File: src/rtl/mob_column_scheduler.sv
// Per-frame column walker: reads each ray entry, derives body/head/whole-mob
// heights with one shared restoring divider and writes a packed word per column.
module mob_column_scheduler #(
    parameter int NUM_COLS = 640,
    parameter int K_BODY   = 122880,
    parameter int K_HEAD   = 40960,
    parameter int K_ALL    = 163840
) (
    input  logic        Clk,
    input  logic        Reset,
    input  logic        start,
    output logic        busy,
    output logic        done,
    output logic [9:0]  ray_addr,
    input  logic [31:0] ray_q,
    output logic        prm_we,
    output logic [9:0]  prm_addr,
    output logic [42:0] prm_data
);
    localparam logic [2:0]  S_IDLE  = 3'd0;
    localparam logic [2:0]  S_FETCH = 3'd1;
    localparam logic [2:0]  S_WAIT  = 3'd2;
    localparam logic [2:0]  S_LOAD  = 3'd3;
    localparam logic [2:0]  S_DIV   = 3'd4;
    localparam logic [2:0]  S_WRITE = 3'd5;
    localparam logic [2:0]  S_DONE  = 3'd6;
    localparam logic [9:0]  LAST_COL = 10'(NUM_COLS - 1);
    localparam logic [17:0] DVD_BODY = 18'(K_BODY);
    localparam logic [17:0] DVD_HEAD = 18'(K_HEAD);
    localparam logic [17:0] DVD_ALL  = 18'(K_ALL);
    localparam logic [11:0] H_SAT    = 12'hFFF;

    logic [2:0]  state_r;
    logic [9:0]  col_r;
    logic [15:0] dist_r;
    logic [1:0]  type_r;
    logic [3:0]  tex_r;
    logic [16:0] rem_r;
    logic [17:0] quo_r;
    logic [4:0]  bit_r;
    logic [1:0]  sel_r;
    logic [11:0] h_body_r;
    logic [11:0] h_head_r;
    logic        busy_r;
    logic        done_r;
    logic        prm_we_r;
    logic [9:0]  ray_addr_r;
    logic [9:0]  prm_addr_r;
    logic [42:0] prm_data_r;

    logic [17:0] trial_s;
    logic [16:0] diff_s;
    logic        ge_s;
    logic [16:0] rem_next_s;
    logic [17:0] quot_s;
    logic [11:0] quot_sat_s;
    logic [3:0]  tex_in_s;
    logic        last_bit_s;
    logic        unused_bits_s;

    function automatic logic [42:0] pack_word(input logic valid, input logic [1:0] mtype,
                                              input logic [3:0] tex, input logic [11:0] h_all,
                                              input logic [11:0] h_head, input logic [11:0] h_body);
        pack_word = {valid, mtype, tex, h_all, h_head, h_body};
    endfunction

    function automatic logic [11:0] sat12(input logic [17:0] q);
        if (q > 18'd4095) begin
            sat12 = H_SAT;
        end else begin
            sat12 = q[11:0];
        end
    endfunction

    // One restoring-division step plus the texture offset of the incoming entry.
    always_comb begin
        trial_s    = {rem_r, quo_r[17]};
        diff_s     = trial_s[16:0] - {1'b0, dist_r};
        ge_s       = (trial_s >= {2'b00, dist_r});
        if (ge_s) begin
            rem_next_s = diff_s;
        end else begin
            rem_next_s = trial_s[16:0];
        end
        quot_s     = {quo_r[16:0], ge_s};
        quot_sat_s = sat12(quot_s);
        tex_in_s   = ray_q[5:2] + 4'h8;
        last_bit_s = (bit_r == 5'd17);
    end

    assign unused_bits_s = ^ray_q[7:6];

    // Pass sequencing, divider iteration and registered outputs.
    always_ff @(posedge Clk or posedge Reset) begin
        if (Reset) begin
            state_r    <= S_IDLE;
            col_r      <= 10'd0;
            dist_r     <= 16'd0;
            type_r     <= 2'd0;
            tex_r      <= 4'd0;
            rem_r      <= 17'd0;
            quo_r      <= 18'd0;
            bit_r      <= 5'd0;
            sel_r      <= 2'd0;
            h_body_r   <= 12'd0;
            h_head_r   <= 12'd0;
            busy_r     <= 1'b0;
            done_r     <= 1'b0;
            prm_we_r   <= 1'b0;
            ray_addr_r <= 10'd0;
            prm_addr_r <= 10'd0;
            prm_data_r <= 43'd0;
        end else begin
            case (state_r)
                S_IDLE: begin
                    if (start) begin
                        col_r   <= 10'd0;
                        busy_r  <= 1'b1;
                        state_r <= S_FETCH;
                    end
                end
                S_FETCH: begin
                    ray_addr_r <= col_r;
                    state_r    <= S_WAIT;
                end
                S_WAIT: begin
                    state_r <= S_LOAD;
                end
                S_LOAD: begin
                    dist_r <= ray_q[31:16];
                    type_r <= ray_q[1:0];
                    tex_r  <= tex_in_s;
                    rem_r  <= 17'd0;
                    quo_r  <= DVD_BODY;
                    bit_r  <= 5'd0;
                    sel_r  <= 2'd0;
                    if (ray_q[15:8] == 8'd0) begin
                        prm_we_r   <= 1'b1;
                        prm_addr_r <= col_r;
                        prm_data_r <= pack_word(1'b0, ray_q[1:0], tex_in_s, 12'd0, 12'd0, 12'd0);
                        state_r    <= S_WRITE;
                    end else if (ray_q[31:16] == 16'd0) begin
                        prm_we_r   <= 1'b1;
                        prm_addr_r <= col_r;
                        prm_data_r <= pack_word(1'b1, ray_q[1:0], tex_in_s, H_SAT, H_SAT, H_SAT);
                        state_r    <= S_WRITE;
                    end else begin
                        state_r <= S_DIV;
                    end
                end
                S_DIV: begin
                    if (last_bit_s) begin
                        rem_r <= 17'd0;
                        bit_r <= 5'd0;
                        case (sel_r)
                            2'd0: begin
                                h_body_r <= quot_sat_s;
                                quo_r    <= DVD_HEAD;
                                sel_r    <= 2'd1;
                            end
                            2'd1: begin
                                h_head_r <= quot_sat_s;
                                quo_r    <= DVD_ALL;
                                sel_r    <= 2'd2;
                            end
                            default: begin
                                prm_we_r   <= 1'b1;
                                prm_addr_r <= col_r;
                                prm_data_r <= pack_word(1'b1, type_r, tex_r, quot_sat_s, h_head_r, h_body_r);
                                sel_r      <= 2'd0;
                                state_r    <= S_WRITE;
                            end
                        endcase
                    end else begin
                        quo_r <= quot_s;
                        rem_r <= rem_next_s;
                        bit_r <= bit_r + 5'd1;
                    end
                end
                S_WRITE: begin
                    prm_we_r <= 1'b0;
                    if (col_r == LAST_COL) begin
                        done_r  <= 1'b1;
                        state_r <= S_DONE;
                    end else begin
                        col_r   <= col_r + 10'd1;
                        state_r <= S_FETCH;
                    end
                end
                S_DONE: begin
                    done_r  <= 1'b0;
                    busy_r  <= 1'b0;
                    state_r <= S_IDLE;
                end
                default: begin
                    prm_we_r <= 1'b0;
                    done_r   <= 1'b0;
                    busy_r   <= 1'b0;
                    state_r  <= S_IDLE;
                end
            endcase
        end
    end

    assign busy     = busy_r;
    assign done     = done_r;
    assign ray_addr = ray_addr_r;
    assign prm_we   = prm_we_r;
    assign prm_addr = prm_addr_r;
    assign prm_data = prm_data_r;
endmodule

File: config.mk
export PLATFORM = sky130hd
export DESIGN_NAME = mob_column_scheduler
export DESIGN_NICKNAME = d
export VERILOG_FILES = /design/src/rtl/mob_column_scheduler.sv
export SDC_FILE = /design/constraint.sdc
export NUM_CORES = 1
export LEC_CHECK = 0
export CORE_ASPECT_RATIO = 1.25
export CORE_MARGIN = 2
export CORE_UTILIZATION = 50
export CTS_CLUSTER_SIZE = 25
export DETAILED_ROUTE_END_ITERATION = 12
export GPL_TIMING_DRIVEN = 0
export PLACE_DENSITY = 0.87
export SLEW_MARGIN = 20
export SYNTH_ARGS = -nofsm -noshare
export SYNTH_HDL_FRONTEND = slang
export SYNTH_SLANG_ARGS = --single-unit
File: constraint.sdc
create_clock -name Clk -period 5.5 [get_ports Clk]
set_input_delay 1.1 -clock Clk [delete_from_list [all_inputs] [get_ports Clk]]
set_output_delay 1.1 -clock Clk [all_outputs]
set_load 0.005 [all_outputs]
==> results.tsv, run 1 <==
stage	metric	value	unit
outcome	outcome	finished clean	
critical_path	reg2reg path depth	10	
global_routing	gr ovfl total	0	
die	core area	15000	µm²
placed_design	dpl ws	2020	ps
synth	Post-synth EDFFs	0	
final_layout	area delta synth->final	24.0	%
synth	synth top area cells	dfrtp_1 (54%), nand2_1 (6.8%), o21ai_0 (6.8%)	
global_routing	number of antenna violations at the first check in global routing	0	
clock_network	# Post-CTS Setup Buffers	0	
timing	final hold slack	474	ps
final_layout	n_diodes	0	
final_layout	share of layout cells above drive strength 1	0.0841	
synth	register area share after synthesis	0.542	
die	Die Y-Extent	143	µm
clock_network	worst skew pair latency	420	ps
timing	Worst Slack Setup Final	2390	ps
critical_path	Crit path arrival time	3400	ps
route	Routed Antenna Nets	0	
synth	Mapped Area	7700	µm²
timing	Relative slew margins	0.420	
die	die width	115	µm
final_layout	post-layout instance area	9560	µm²
synth	Async SR Flop Fraction	1.00	
route	DRT Pass-1 Iters	6	
min_path	hold path depth	2	
power_and_ir_drop	VDD IR-drop max	0.195	mV
job	Max Cap Viol	0	
timing	final hold violations	0	
clock_network	CTS Hold Bufs	0	
die	starting density of the core	0.513	
global_routing	first-pass GRT wire length	29.9	mm
die	Core Rows	50	
synth	top-area cell type share of the netlist area	0.542	
global_routing	largest net degree at the start of global routing	36	
clock_network	clk root buf	clkbuf_16	
synth	synth warn	0	
clock_network	H-tree Lvls	4	
clock_network	clock sinks	167	
synth	Synth cell types	66	
clock_network	Longest Clk Path Bufs	2	
final_layout	Storage cell area	4180	µm²
final_layout	nets@finish	971	
synth	syn nets	849	
synth	top_reg_cell synth	dfrtp_1	
final_layout	post-layout util	0.636	
timing	max-slew violation count	0	
timing	fin crit share	0.566	
placed_design	hpwl dp	13.3	mm
timing	FMAX	321	MHz
clock_network	CTS tree	built	
placed_design	gpl congestion	0.910	
clock_network	Reg clk slew, reported paths	60	ps
power_and_ir_drop	Leak	4.48	nW
timing	Setup TNS	0	ps
timing	minimum clock period	3110	ps
synth	Synth Register Bits	167	
critical_path	Critical Path RT	5780	ps
global_routing	GRT Overall Usage	0.231	
route	Via Count	6309	
placed_design	Port Buffers	98	
route	initial DRC count	520	
die	die area	16400	µm²
critical_path	CP Max Fanout	10	
power_and_ir_drop	power per cell area	408	nW/µm²
timing	Worst Max-Slew Pin Slew	866	ps
synth	Synth Area per Inst	9.70	µm²
clock_network	Num CTS Buffers	17	
critical_path	startpoint class of the critical path	input port	
global_routing	vias in the first global route	6120	
route	WL final	18.4	mm
synth	top post-synthesis cells by count	dfrtp_1 (167), nand2_1 (140), o21ai_0 (104), nor2_1 (85), a21oi_1 (40)	
timing	RSZ-0062 raised after global routing	false	
min_path	Hold Crit Class	flip-flop to flip-flop	
synth	most frequent cell after synthesis	dfrtp_1	
die	I/O pins	101	
route	vias per inst	5.69	
placed_design	Post-DP Area	9020	µm²
timing	Setup Skew	6.78	ps
critical_path	CP Capture Type	flip-flop	
clock_network	cts repair resizes	0	
route	Residual DRC	0	
route	DR WL/cell	16.6	µm
timing	final setup violation count	0	
critical_path	Crit Path Category	input port to flip-flop	
final_layout	multi-input combinational cell area	3250	µm²
synth	Yosys top cell by area	dfrtp_1	
final_layout	fillers	1157	
synth	Post-Synthesis Cells	794	
## cell families after synthesis
kind of cell / synth area share
compound gates: 0.166
flops: 0.542
buf+inv: 0.0354
simple gates: 0.161
fa+ha+maj: 0.0335
xor+xnor: 0.0205
mux: 0.0411
## flip-flops by register name, indices dropped and copies added, names as in the netlist, 2 cells and up
name      flops
bit_r         5
dist_r       16
prm_addr     10
type_r        2
rem_r        17
state_r       3
ray_addr     10
quo_r        18
sel_r         2
col_r        10
prm_data     43
h_body_r     12
tex_r         4
h_head_r     12
## cells in the final DEF (no fill, tap or decap), drive strengths merged, types with 5 or more instances in the layout
master,count
o21ai,109
a21oi,41
dfrtp,167
a21o,5
inv,30
or3,8
a31oi,6
nor4,7
clkbuf,47
buf,17
mux2i,11
nor2,86
mux2,18
nand4,6
nand2,141
xor2,12
clkdlybuf4s50,98
a22o,15
ha,19
a32oi,8
nand3,12
o22ai,5
xnor2,6
## per-layer routing
layer	global-route usage	vias to the layer above	part of all wire
li1	-	3003	-
met1	0.278	3059	0.40
met2	0.411	201	0.53
met3	0.0395	46	0.041
met4	0.0913	0	0.029
met5	0	-	0
## through the flow
step                      cells  total power [mW]
after global placement     1074              2.74
after floorplan             794              2.38
after global routing       1109              4.12
after detailed placement   1079              2.81
final                      1109              3.90
after CTS                  1109              3.90
## layout make-up
class                      instances  area share
buffer                            37      0.0168
clock buffer                      22      0.0475
clock inverter                     8     0.00799
inverter                          30      0.0122
multi-input combinational        560       0.340
sequential                       167       0.437
tap                              182      0.0238
timing repair buffer             103       0.114
## final timing paths
| check | from | endpoint | slack (ps) |
|---|---|---|---|
| worst max-delay path | ray_q[26] | prm_data[0]$_DFFE_PP0P_ | 2390 |
| worst min-delay path | prm_data[18]$_DFFE_PP0P_ | prm_data[18]$_DFFE_PP0P_ | 470 |
| worst max register to register | quo_r[17]$_DFFE_PP0P_ | rem_r[16]$_DFFE_PP0P_ | 2780 |
| worst min register to register | prm_data[18]$_DFFE_PP0P_ | prm_data[18]$_DFFE_PP0P_ | 470 |
| max in group asynchronous | Reset | col_r[5]$_DFFE_PP0P_ | 3690 |
| min in group asynchronous | Reset | h_head_r[9]$_DFFE_PP0P_ | 1050 |
## where the power goes
group	leakage, nW	total, mW	switching [mW]	internal (mW)
combinational	1.97	1.28	0.787	0.497
clock	0.252	1.09	0.465	0.628
sequential	2.25	1.52	0.111	1.41
total	4.48	3.90	1.36	2.54
## worst max-delay path, cell delays in order
cell and delay [ps]:
clkdlybuf4s50_1 420, nor4_1 530, nand4_1 240, nand2_1 240
o211ai_2 270, clkbuf_1 330, nand2_1 160, o21ai_0 100
Power figures use the tool's default switching activity.
==> run 2, diff against run 1 <==
--- a/config.mk
+++ b/config.mk
@@ -11,7 +11,7 @@
 export CTS_CLUSTER_SIZE = 25
 export DETAILED_ROUTE_END_ITERATION = 12
 export GPL_TIMING_DRIVEN = 0
-export PLACE_DENSITY = 0.87
+export PLACE_DENSITY = 0.84
 export SLEW_MARGIN = 20
 export SYNTH_ARGS = -nofsm -noshare
 export SYNTH_HDL_FRONTEND = slang
==> constraint.sdc (replaced) <==
create_clock -name Clk -period 3.1 [get_ports Clk]
set_input_delay 0.62 -clock Clk [delete_from_list [all_inputs] [get_ports Clk]]
set_output_delay 0.62 -clock Clk [all_outputs]
set_load 0.005 [all_outputs]
==> results.tsv, run 2 (synthesis gave the netlist of run 1 again) <==
stage	metric	value	unit
route	DR top layer	met4	
critical_path	r2r startpoint	quo_r[17]$_DFFE_PP0P_	
placed_design	dpl ws	131	ps
clock_network	CTS tree	built	
timing	final hold violations	0	
clock_network	clock sinks	167	
final_layout	area delta synth->final	25.3	%
global_routing	largest net degree at the start of global routing	35	
critical_path	FF-to-FF setup slack	330	ps
clock_network	worst skew pair latency	430	ps
critical_path	Critical Path RT	3410	ps
route	WL met3	739	µm
timing	Relative slew margins	0.422	
timing	RSZ-0062 raised after global routing	false	
clock_network	cts repair resizes	0	
timing	max-slew violation count	0	
power_and_ir_drop	overall power	7.19	mW
final_layout	share of layout cells above drive strength 1	0.0904	
timing	FMAX	361	MHz
min_path	hold path depth	2	
final_layout	n_diodes	0	
die	I/O pins	101	
min_path	hold path startpoint	prm_data[23]$_DFFE_PP0P_	
route	WL final	18.4	mm
outcome	outcome	finished clean	
power_and_ir_drop	VDD IR-drop max	0.328	mV
global_routing	vias in the first global route	6199	
critical_path	CP Max Fanout	4	
route	Routed Antenna Nets	0	
route	DR WL/cell	16.5	µm
final_layout	max FFs per register	43	
die	die width	115	µm
route	vias per inst	5.69	
global_routing	number of antenna violations at the first check in global routing	0	
timing	Worst Max-Slew Pin Slew	862	ps
final_layout	leading cell type in the layout, fill and taps excluded	dfrtp_1	
final_layout	nets@finish	971	
placed_design	gpl congestion	0.903	
power_and_ir_drop	Leak	4.53	nW
timing	Setup Skew	13.4	ps
critical_path	reg2reg path depth	10	
placed_design	hpwl dp	13.3	mm
power_and_ir_drop	power per cell area	745	nW/µm²
route	Via Count	6327	
route	DRT Pass-1 Iters	5	
critical_path	CP Capture Type	flip-flop	
min_path	Worst Hold End	prm_data[23]$_DFFE_PP0P_	
clock_network	Num CTS Buffers	17	
clock_network	Reg clk slew, reported paths	70	ps
placed_design	Port Buffers	98	
clock_network	H-tree Lvls	4	
die	die area	16400	µm²
route	met2 WL post-DR	9.61	mm
clock_network	# Post-CTS Setup Buffers	0	
route	initial DRC count	496	
global_routing	first-pass GRT wire length	30.1	mm
job	Max Cap Viol	0	
die	starting density of the core	0.513	
clock_network	CTS Hold Bufs	0	
route	Residual DRC	0	
timing	Worst Slack Setup Final	331	ps
min_path	Hold Crit Class	flip-flop to flip-flop	
critical_path	Crit path arrival time	3080	ps
die	Core Rows	50	
global_routing	gr ovfl total	0	
final_layout	fillers	1185	
timing	fin crit share	0.893	
clock_network	Longest Clk Path Bufs	2	
global_routing	GRT Overall Usage	0.234	
timing	minimum clock period	2770	ps
timing	final setup violation count	0	
final_layout	most frequent cells in the layout	dfrtp_1 (167), nand2_1 (140), o21ai_0 (104)	
critical_path	startpoint class of the critical path	flip-flop	
die	Die Y-Extent	143	µm
timing	Setup TNS	0	ps
clock_network	clk root buf	clkbuf_16	
route	M1 wire length	7.54	mm
die	core area	15000	µm²
critical_path	worst r2r dst	rem_r[16]$_DFFE_PP0P_	
critical_path	Crit Path Category	flip-flop to flip-flop	
## run 2: worst max path at each step
stage / start / end / slack, ps / cells past startpoint
detailed placement: ray_q[26] / prm_data[31]$_DFFE_PP0P_ / 130 / 8
global route: quo_r[17]$_DFFE_PP0P_ / rem_r[16]$_DFFE_PP0P_ / 180 / 10
finish: quo_r[17]$_DFFE_PP0P_ / rem_r[16]$_DFFE_PP0P_ / 330 / 10
CTS: quo_r[17]$_DFFE_PP0P_ / rem_r[16]$_DFFE_PP0P_ / 390 / 10
floorplan: Reset / bit_r[0]$_DFFE_PP0P_ / 350 / 1
global placement: Reset / ray_addr[7]$_DFFE_PP0P_ / -920 / 2
## run 2: routing by layer
metal	vias to the layer above	global-route usage
met4	0	0.0919
met1	3091	0.289
li1	3009	-
met3	40	0.0420
met5	-	0
met2	187	0.407
## run 2: final cells by class
cell class	count	area, µm²	area share
flip-flops and latches	167	4180	0.433
multi-input cells	560	3250	0.337
repair buffers	103	1090	0.113
clock buffers	18	439	0.0455
well taps	182	228	0.0236
clock inverters	14	188	0.0194
plain buffers	37	160	0.0166
inverters	30	116	0.0121
## run 2: worst max-delay path: stages (launching register included)
cell,delay (ps)
dfrtp_1,400
inv_1,60
ha_1,210
fa_1,430
nor2b_1,200
o31a_1,200
nor3_1,70
o31ai_2,440
a311oi_1,200
nor4b_1,180
a211o_1,270
## run 2: power breakdown
| part | switching [mW] | total [mW] | internal [mW] |
|---|---|---|---|
| registers | 0.200 | 2.70 | 2.50 |
| clock network | 0.909 | 2.22 | 1.31 |
| logic | 1.39 | 2.27 | 0.880 |
## run 2: through the flow
stage,cells,instance area (µm²),util,hold WS (ps)
after floorplan,794,7710,-,443
after global placement,1074,8920,0.594,459
after detailed placement,1079,9020,0.601,463
after CTS,1111,9650,0.643,478
after global routing,1111,9650,0.643,490
final,1111,9650,0.643,479
